**src/rtl/host_packet_engine.sv**
```systemverilog
// host_packet_engine: parses the UART host byte stream (command, 16-bit LE
// address, optional data burst) into write/read transactions on the CPU
// memories, streams read words back low byte first, and flags timeouts,
// invalid targets and dropped rx bytes.
module host_packet_engine #(
    parameter int NUM_TARGETS    = 8,
    parameter int WORD_BYTES     = 12,
    parameter int ADDR_W         = 12,
    parameter int READ_LATENCY   = 2,
    parameter int TIMEOUT_CYCLES = 100000
) (
    input  logic                    clk_in,
    input  logic                    rst_in,
    input  logic                    rx_valid,
    input  logic [7:0]              rx_data,
    output logic                    tx_valid,
    output logic [7:0]              tx_data,
    input  logic                    tx_ready,
    output logic [3:0]              mem_target,
    output logic [ADDR_W-1:0]       mem_addr,
    output logic [WORD_BYTES*8-1:0] mem_wdata,
    output logic                    mem_we,
    output logic                    mem_re,
    input  logic [WORD_BYTES*8-1:0] mem_rdata,
    output logic                    busy,
    output logic                    err_timeout,
    output logic                    err_target,
    output logic                    err_overrun
);

    localparam int WW    = WORD_BYTES * 8;
    localparam int BC_W  = $clog2(WORD_BYTES + 1);
    localparam int LAT_W = $clog2(READ_LATENCY + 1);
    localparam int TO_W  = $clog2(TIMEOUT_CYCLES + 1);
    localparam logic [4:0] NT = 5'(NUM_TARGETS);

    typedef enum logic [2:0] {
        S_IDLE, S_ADDR_LO, S_ADDR_HI, S_WDATA, S_WSTROBE, S_RREQ, S_RWAIT, S_RSEND
    } state_t;

    state_t            state_q, state_d;
    logic              is_read_q, is_read_d;
    logic              bad_tgt_q, bad_tgt_d;
    logic [2:0]        words_q, words_d;      // words remaining after the current one
    logic [3:0]        target_q, target_d;
    logic [7:0]        addr_lo_q, addr_lo_d;
    logic [ADDR_W-1:0] addr_q, addr_d;
    logic [BC_W-1:0]   byte_cnt_q, byte_cnt_d;
    logic [WW-1:0]     data_q, data_d;        // write assembly / read shift register
    logic [LAT_W-1:0]  lat_cnt_q, lat_cnt_d;
    logic [TO_W-1:0]   idle_cnt_q, idle_cnt_d;
    logic              err_timeout_q, err_timeout_d;
    logic              err_target_q, err_target_d;
    logic              err_overrun_q, err_overrun_d;

    logic        last_byte;
    logic        timed_out;
    logic [15:0] addr_full;

    assign last_byte = (byte_cnt_q == BC_W'(WORD_BYTES - 1));
    assign timed_out = !rx_valid && (idle_cnt_q == TO_W'(TIMEOUT_CYCLES - 1));
    assign addr_full = {rx_data, addr_lo_q};

    // State and datapath registers; reset discards any partial packet.
    always_ff @(posedge clk_in or posedge rst_in) begin
        // NOTE: sequential state uses <= so every register samples the pre-edge values.
        if (rst_in) begin
            state_q       <= S_IDLE;
            is_read_q     <= 1'b0;
            bad_tgt_q     <= 1'b0;
            words_q       <= '0;
            target_q      <= '0;
            addr_lo_q     <= '0;
            addr_q        <= '0;
            byte_cnt_q    <= '0;
            data_q        <= '0;
            lat_cnt_q     <= '0;
            idle_cnt_q    <= '0;
            err_timeout_q <= 1'b0;
            err_target_q  <= 1'b0;
            err_overrun_q <= 1'b0;
        end else begin
            state_q       <= state_d;
            is_read_q     <= is_read_d;
            bad_tgt_q     <= bad_tgt_d;
            words_q       <= words_d;
            target_q      <= target_d;
            addr_lo_q     <= addr_lo_d;
            addr_q        <= addr_d;
            byte_cnt_q    <= byte_cnt_d;
            data_q        <= data_d;
            lat_cnt_q     <= lat_cnt_d;
            idle_cnt_q    <= idle_cnt_d;
            err_timeout_q <= err_timeout_d;
            err_target_q  <= err_target_d;
            err_overrun_q <= err_overrun_d;
        end
    end

    // Next-state logic: packet parsing, burst sequencing, timeout and overrun.
    always_comb begin
        // NOTE: every _d gets its hold value first so no path leaves it unassigned (no latches).
        state_d       = state_q;
        is_read_d     = is_read_q;
        bad_tgt_d     = bad_tgt_q;
        words_d       = words_q;
        target_d      = target_q;
        addr_lo_d     = addr_lo_q;
        addr_d        = addr_q;
        byte_cnt_d    = byte_cnt_q;
        data_d        = data_q;
        lat_cnt_d     = lat_cnt_q;
        idle_cnt_d    = idle_cnt_q;
        err_timeout_d = 1'b0;
        err_target_d  = 1'b0;
        err_overrun_d = 1'b0;

        // Inter-byte timeout only guards the host-driven phases of a packet.
        if (state_q == S_ADDR_LO || state_q == S_ADDR_HI || state_q == S_WDATA) begin
            if (rx_valid) begin
                idle_cnt_d = '0;
            end else if (timed_out) begin
                idle_cnt_d    = '0;
                err_timeout_d = 1'b1;
                byte_cnt_d    = '0;
                data_d        = '0;
            end else begin
                idle_cnt_d = idle_cnt_q + TO_W'(1);
            end
        end

        // The host cannot be stalled, so bytes arriving during a read are lost.
        if ((state_q == S_RREQ || state_q == S_RWAIT || state_q == S_RSEND) && rx_valid) begin
            err_overrun_d = 1'b1;
        end

        case (state_q)
            S_IDLE: begin
                if (rx_valid) begin
                    is_read_d    = rx_data[7];
                    words_d      = rx_data[6:4];
                    target_d     = rx_data[3:0];
                    bad_tgt_d    = ({1'b0, rx_data[3:0]} >= NT);
                    err_target_d = ({1'b0, rx_data[3:0]} >= NT);
                    idle_cnt_d   = '0;
                    byte_cnt_d   = '0;
                    state_d      = S_ADDR_LO;
                end
            end
            S_ADDR_LO: begin
                if (timed_out) begin
                    state_d = S_IDLE;
                end else if (rx_valid) begin
                    addr_lo_d = rx_data;
                    state_d   = S_ADDR_HI;
                end
            end
            S_ADDR_HI: begin
                if (timed_out) begin
                    state_d = S_IDLE;
                end else if (rx_valid) begin
                    addr_d  = addr_full[ADDR_W-1:0];
                    state_d = is_read_q ? S_RREQ : S_WDATA;
                end
            end
            S_WDATA: begin
                if (timed_out) begin
                    state_d = S_IDLE;
                end else if (rx_valid) begin
                    for (int i = 0; i < WORD_BYTES; i++) begin
                        if (byte_cnt_q == BC_W'(i)) data_d[i*8 +: 8] = rx_data;
                    end
                    if (last_byte) begin
                        byte_cnt_d = '0;
                        state_d    = S_WSTROBE;
                    end else begin
                        byte_cnt_d = byte_cnt_q + BC_W'(1);
                    end
                end
            end
            S_WSTROBE: begin
                addr_d = addr_q + ADDR_W'(1);
                if (words_q == 3'd0) begin
                    state_d = S_IDLE;
                end else begin
                    words_d = words_q - 3'd1;
                    state_d = S_WDATA;
                end
            end
            S_RREQ: begin
                lat_cnt_d = LAT_W'(1);
                state_d   = S_RWAIT;
            end
            S_RWAIT: begin
                if (lat_cnt_q == LAT_W'(READ_LATENCY)) begin
                    data_d     = bad_tgt_q ? '0 : mem_rdata;
                    byte_cnt_d = '0;
                    state_d    = S_RSEND;
                end else begin
                    lat_cnt_d = lat_cnt_q + LAT_W'(1);
                end
            end
            S_RSEND: begin
                if (tx_ready) begin
                    data_d = data_q >> 8;
                    if (last_byte) begin
                        byte_cnt_d = '0;
                        addr_d     = addr_q + ADDR_W'(1);
                        if (words_q == 3'd0) begin
                            state_d = S_IDLE;
                        end else begin
                            words_d = words_q - 3'd1;
                            state_d = S_RREQ;
                        end
                    end else begin
                        byte_cnt_d = byte_cnt_q + BC_W'(1);
                    end
                end
            end
            default: state_d = S_IDLE;
        endcase
    end

    assign busy        = (state_q != S_IDLE);
    assign mem_we      = (state_q == S_WSTROBE) && !bad_tgt_q;
    assign mem_re      = (state_q == S_RREQ) && !bad_tgt_q;
    assign tx_valid    = (state_q == S_RSEND);
    assign tx_data     = data_q[7:0];
    assign mem_target  = target_q;
    assign mem_addr    = addr_q;
    assign mem_wdata   = data_q;
    assign err_timeout = err_timeout_q;
    assign err_target  = err_target_q;
    assign err_overrun = err_overrun_q;

endmodule

```
**config.mk**
```make
export PLATFORM = sky130hd
export DESIGN_NAME = host_packet_engine
export DESIGN_NICKNAME = d
export VERILOG_FILES = /design/src/rtl/host_packet_engine.sv
export SDC_FILE = /design/constraint.sdc
export NUM_CORES = 1
export LEC_CHECK = 0
export ABC_CLOCK_PERIOD_IN_PS = 6450
export BUFFER_PORTS_ARGS = -buffer_cell sky130_fd_sc_hd__buf_2
export CORE_MARGIN = 4
export CORE_UTILIZATION = 40
export DETAILED_ROUTE_END_ITERATION = 16
export PLACE_DENSITY_LB_ADDON = 0.1
export SYNTH_ARGS = -nofsm -noshare
export SYNTH_HDL_FRONTEND = slang
export SYNTH_SLANG_ARGS = --single-unit
```
**constraint.sdc**
```tcl
create_clock -name clk_in -period 6.45 [get_ports clk_in]
set_input_delay 0.645 -clock clk_in [delete_from_list [all_inputs] [get_ports clk_in]]
set_output_delay 0.645 -clock clk_in [all_outputs]
set_load 0.05 [all_outputs]
```
Word level (Yosys, flattened, before mapping)
Index checks and enable logic that the tools add are counted.

operators by class
  $add $sub $neg = 5
  magnitude comparators = 1
  equality and inequality tests = 31
  mux-type cells = 69
  bitwise gates (word level) = 1
  reduce and logical (&&, ||, !) cells = 23

operator list
  operator                 count
  $mux W96                 8
  $pmux W96 S3             1
  $mux W8                  12
  $mux W17                 5
  $mux W3                  17
  $mux W12                 4
  $mux W4                  9
  $pmux W12 S3             1
  $pmux W3 S8              1
  $add A17 B1 Y17 const B  1
  $eq A17 B17 Y1 const B   1
  $eq A4 B3 Y1 const B     4
  $eq A4 B4 Y1 const B     4
  $pmux W4 S4              1
  $add A12 B1 Y12 const B  1
  $eq A3 B3 Y1 const B     4
  $ne A3 B3 Y1 const B     4
  $pmux W3 S3              1
  $reduce_bool A3 Y1       3
  $eq A4 B2 Y1 const B     2
  $ne A2 B2 Y1 const B     4
  $reduce_and A8 Y1        1
  $eq A3 B2 Y1 const B     2
  $logic_not A3 Y1         2
  21 further kinds         37

word-level totals
  register bits after elaboration = 154
  input port bits = 108
  word-level logic and storage cells = 144

Logic depth before layout (Yosys ltp)
  depth in word-level cells = 9
  gate-level depth with buffers = 9
  depth with buffers taken out = 7

Least setup slack after synthesis
No wires, ideal clock.

  path type = flip-flop to output port
  from = register state_q[0]
  to = output mem_re
  arrival = 2558 ps
  required time = 5805 ps
  path slack = 3247 ps
  stages on the path, launching flop included = 5
  cell sequence = dfrtp_1 -> buf_2 -> clkbuf_1 -> clkbuf_1 -> nor4bb_1

on the way
  word-level cells in the longest chain between the ends = 2

ends and longest elaborated chain
  element                 RTL line  RTL
  start, declared         41        state_t state_q, state_d;
  start signal, assigned  83        state_q <= state_d;
  $eq A3 B3 Y1            226       assign mem_re = (state_q == S_RREQ) && !bad_tgt_q;
  $logic_and A1 B1 Y1     226
  end, declared           23        output logic mem_re,

No other way between the ends.

Worst setup path in the final report
  from = register state_q[0]
  to = register data_q[91] (netlist: mem_wdata[91])

on the way
  word-level cells in the longest chain between the ends = 8
  elaborated cells between the ends (all ways) = 14
  classes of those cells = 5 x eq/ne; 7 x mux; 2 x reduce/logical

ends and longest elaborated chain
  element                                              RTL line  RTL
  $eq A3 B1 Y1 / $eq A3 B2 Y1 (equally long branches)  119       if (state_q == S_ADDR_LO || state_q == S_ADDR_HI || state_q == S_WDATA) begin
  $logic_or A1 B1 Y1 (2 in a row)                      119
  $mux W96                                             119
  $mux W8                                              171       if (byte_cnt_q == BC_W'(i)) data_d[i*8 +: 8] = rx_data;
  $mux W96                                             169       end else if (rx_valid) begin
  $mux W96                                             167       if (timed_out) begin
  $pmux W96 S3 *                                       137       case (state_q)
  net data_d[91]                                       49        logic [WW-1:0] data_q, data_d;
  end signal, assigned                                 91        data_q <= data_d;
  end, declared                                        49

The timed path passes the listed nets; every way through them passes the cells marked *.
A chain may end at the register's enable or synchronous reset.

==> out/summary.md <==
* 22800 µm² — Core ar.
* 1497 — final non-filler cell total
* 687 nW/µm² — pwr dens
* 0.295 GHz — peak clock frequency supported by timing
* 3390 ps — min Tclk post-route
* 1130 ps — actual slew at the worst max-slew pin
* 430 ps — insertion delay of the later-clocked pin in the worst-skew pair
* mem_wdata[91]$_DFF_PP0_ — capturing point of the worst reg2reg path
* 0 — number of violations of the max-capacitance limit
* 161 µm — Chip Width
* 0 — Post-CTS Hold Buffers
* 1466 — Placed Cells incl. Taps
* sky130_fd_sc_hd__clkbuf_16 — CTS Root Cell
* 24.1% — relative max-transition margin
* 830 — initial DRC count
* 0 — # diodes
* 40.9% — initial standard-cell utilization of the core
* 6760 ps — required time reported for the critical path endpoint
* 55 — Rows
* 5 — number of optimization iterations in the first detailed-route pass
* 53200 µm — wire length of the first global-routing pass
* 0 — Post-CTS Setup Inserts
* 1.50% — post-synthesis share of cell area spent on xor and xnor gates
* 14.5% — share of synthesized cell area in and, or, nand and nor gates
* 3060 ps — Reg2Reg Setup Slack
* state_q[0]$_DFFE_PP0P_ — worst reg2reg path startpoint
* 0 — count of synthesis-stage warnings from yosys
* 2204 — final-layout fill cell count
* sky130_fd_sc_hd__dfrtp_1 — post-synth top area cell
* 41.3% — area share of the largest cell type after synthesis
* 161 µm — Die H
* 3160 ps — Setup Slack @ Placement
* 52.6% — post-route fraction of the period consumed by the critical path
* 4 — H-tree depth reported by CTS
* 34600 µm — total wire length
* 33.8% — Compound-Gate Fraction of Synth Area
* 74 — count of distinct cell types in the synthesized netlist
* 10600 µm² — DP Area
* 60 ps — clock transition at the register clock pins on the worst setup and hold paths after CTS
* 154 — TritonCTS sink count
* flop to flop — crit path kind
* 3850 µm² — area taken by flip-flops and latches
* 26.0% — fraction of final layout cells with drive strength greater than 1
* sky130_fd_sc_hd__dfrtp_1, sky130_fd_sc_hd__a21o_1, sky130_fd_sc_hd__a221oi_1 — ranking of synthesized cells by area
* 0 — EDFF count, synth
* built — clock tree from TritonCTS
* 23600 µm — post-detailed-placement half-perimeter wirelength
* 19.7% — area added between synthesis and finish
* 8796 — vias in the first global route
* 234 — IO Port Bufs
* flop — launching element type of the critical path
* 1289 — layout net count
* 4940 µm² — area used by multi-input combinational logic
* 0.857 — Routability Congestion
* 17 — Inserted Clock Buffers
* 25.9% — overall routing resource usage
* no — setup repair after global routing missed its margin
* 2 — deepest clock path buffer count
* 1014 — Syn Inst Count
* 9174 — vias after detailed routing
* 0.00767 W — post-layout total power
* 137 — maximum number of pins on one net before global-route repair
* 1.79% — proportion of synthesized area in mux cells
* 1131 — Mapped Nets
* state_q[0]$_DFFE_PP0P_ — critical path startpoint
* flop — kind of end point of the critical path
* 154 — number of register bits inferred by synthesis
* 0 — leftover overflow at the end of global routing
* 0 ps — Post-Route Setup TNS
* 0 — post-route antenna net violation count
* 23.1 µm — routed len/inst
* input pin to async pin — worst hold path type
* 41.3% — Seq/Total Area, Yosys
* 0 — Slew Viols, Final
* 9320 µm² — mapped cell area
* 1 — initial antenna violation count
* 1.21% — Synth Area in Adders
* 6.13 — Avg Vias per Cell
* sky130_fd_sc_hd__dfrtp_1, sky130_fd_sc_hd__a21oi_1, sky130_fd_sc_hd__a21o_1, sky130_fd_sc_hd__clkbuf_1, sky130_fd_sc_hd__nand2_1 — Commonest cells post-synth
* finished, final reports clean — result of the run
* 3700 ps — crit path DAT
* compound AO/OA/AOI/OAI gates — main combinational cell family by area after synthesis
* 25800 µm² — DIE AREA
* 11200 µm² — Non-Filler Cell Area, Final
* 6 — cells on worst reg2reg path
* 0 — number of remaining DRC errors
* 0 — Gates resized, CTS repair
* sky130_fd_sc_hd__dfrtp_1 — top-count cell post-synth
* 0 — number of failing setup endpoints in the final timing report
* 3060 ps — final setup slack of the worst path
* 5.52 nW — P_leak
* 37 — critical-path maximum fanout
* sky130_fd_sc_hd__dfrtp_1 — Top FF cell, synth
* 235 — Boundary Pins
* 9.19 µm² — average instance area after synthesis
* 0 — number of failing hold endpoints at the final stage
* 316 µV — maximum vdd ir drop
* 15.2 ps — final setup skew
* 100% — Async S/R FF share, synth
[layout make-up]
cell class / count / area share [%]
Tap cell: 313 / 3.51
Timing Repair Buffer: 244 / 11.4
Sequential cell: 154 / 34.5
Inverter: 26 / 0.919
Clock inverter: 11 / 1.20
Multi-Input combinational cell: 729 / 44.3
Clock buffer: 20 / 4.18
[power by group]
part	switching (W)	leakage (nW)	total [W]	internal [W]
clock	0.000429	0.294	0.00103	0.000605
sequential	0.000511	1.91	0.00194	0.00143
combinational	0.00316	3.31	0.00469	0.00153
total	0.00410	5.52	0.00767	0.00357
[worst max-delay path by stage]
stage | cells past startpoint | end
detailed placement | 6 | mem_wdata[91]$_DFF_PP0_
finish | 6 | mem_wdata[91]$_DFF_PP0_
CTS | 6 | mem_wdata[91]$_DFF_PP0_
global route | 6 | mem_wdata[90]$_DFF_PP0_
floorplan | 1 | addr_lo_q[0]$_DFFE_PP0P_
global placement | 6 | mem_wdata[92]$_DFF_PP0_
[cell families (layout without fill, tap and decap cells)]
group	after synthesis	in the layout
compound gates	431	431
xor+xnor	16	16
buf+inv	131	301
flops	154	154
fa+ha+maj	9	9
simple gates	258	258
mux	15	15
[cell usage in the layout (no fill, tap or decap), drive strengths merged, types with 7 or more instances in the layout]
cell,n
dfrtp,154
a21o,81
xor2,12
inv,30
a2bb2oi,23
and2,12
o21ai,52
ha,9
nor3,31
a22o,17
a221o,27
mux2,13
and4b,7
nand3,13
clkbuf,20
nor2,65
o221ai,9
and3,14
nand2,74
a21oi,90
o2bb2ai,23
a221oi,51
o211ai,13
buf,244
[flip-flops by register name (all words and copies together) (netlist names), 2 cells and up]
register / cells
mem_addr: 12
byte_cnt_q: 4
words_q: 3
state_q: 3
lat_cnt_q: 2
mem_target: 4
idle_cnt_q: 17
addr_lo_q: 8
mem_wdata: 96
[critical path: stages, from the launching register on]
cell and delay [ps]:
sky130_fd_sc_hd__dfrtp_1 860, sky130_fd_sc_hd__o21bai_1 330, sky130_fd_sc_hd__nor2_1 550, sky130_fd_sc_hd__nand2_4 470, sky130_fd_sc_hd__inv_2 530, sky130_fd_sc_hd__nor2_1 270, sky130_fd_sc_hd__a21o_1 240
[through the flow]
step	hold WS (ps)	util [%]
2_1_floorplan	473	-
3_3_place_gp	461	46.4
3_5_place_dp	482	46.4
4_1_cts	334	49.0
5_1_grt	360	49.0
6_report	314	49.0
[layer usage]
metal	vias up	share of wire, %	GRT usage, %
li1	4162	-	-
met1	4540	43	36.1
met2	418	47	41.4
met3	54	7.3	4.23
met4	0	2.6	8.72
met5	-	0	0
(Power assumes the default switching activity.)
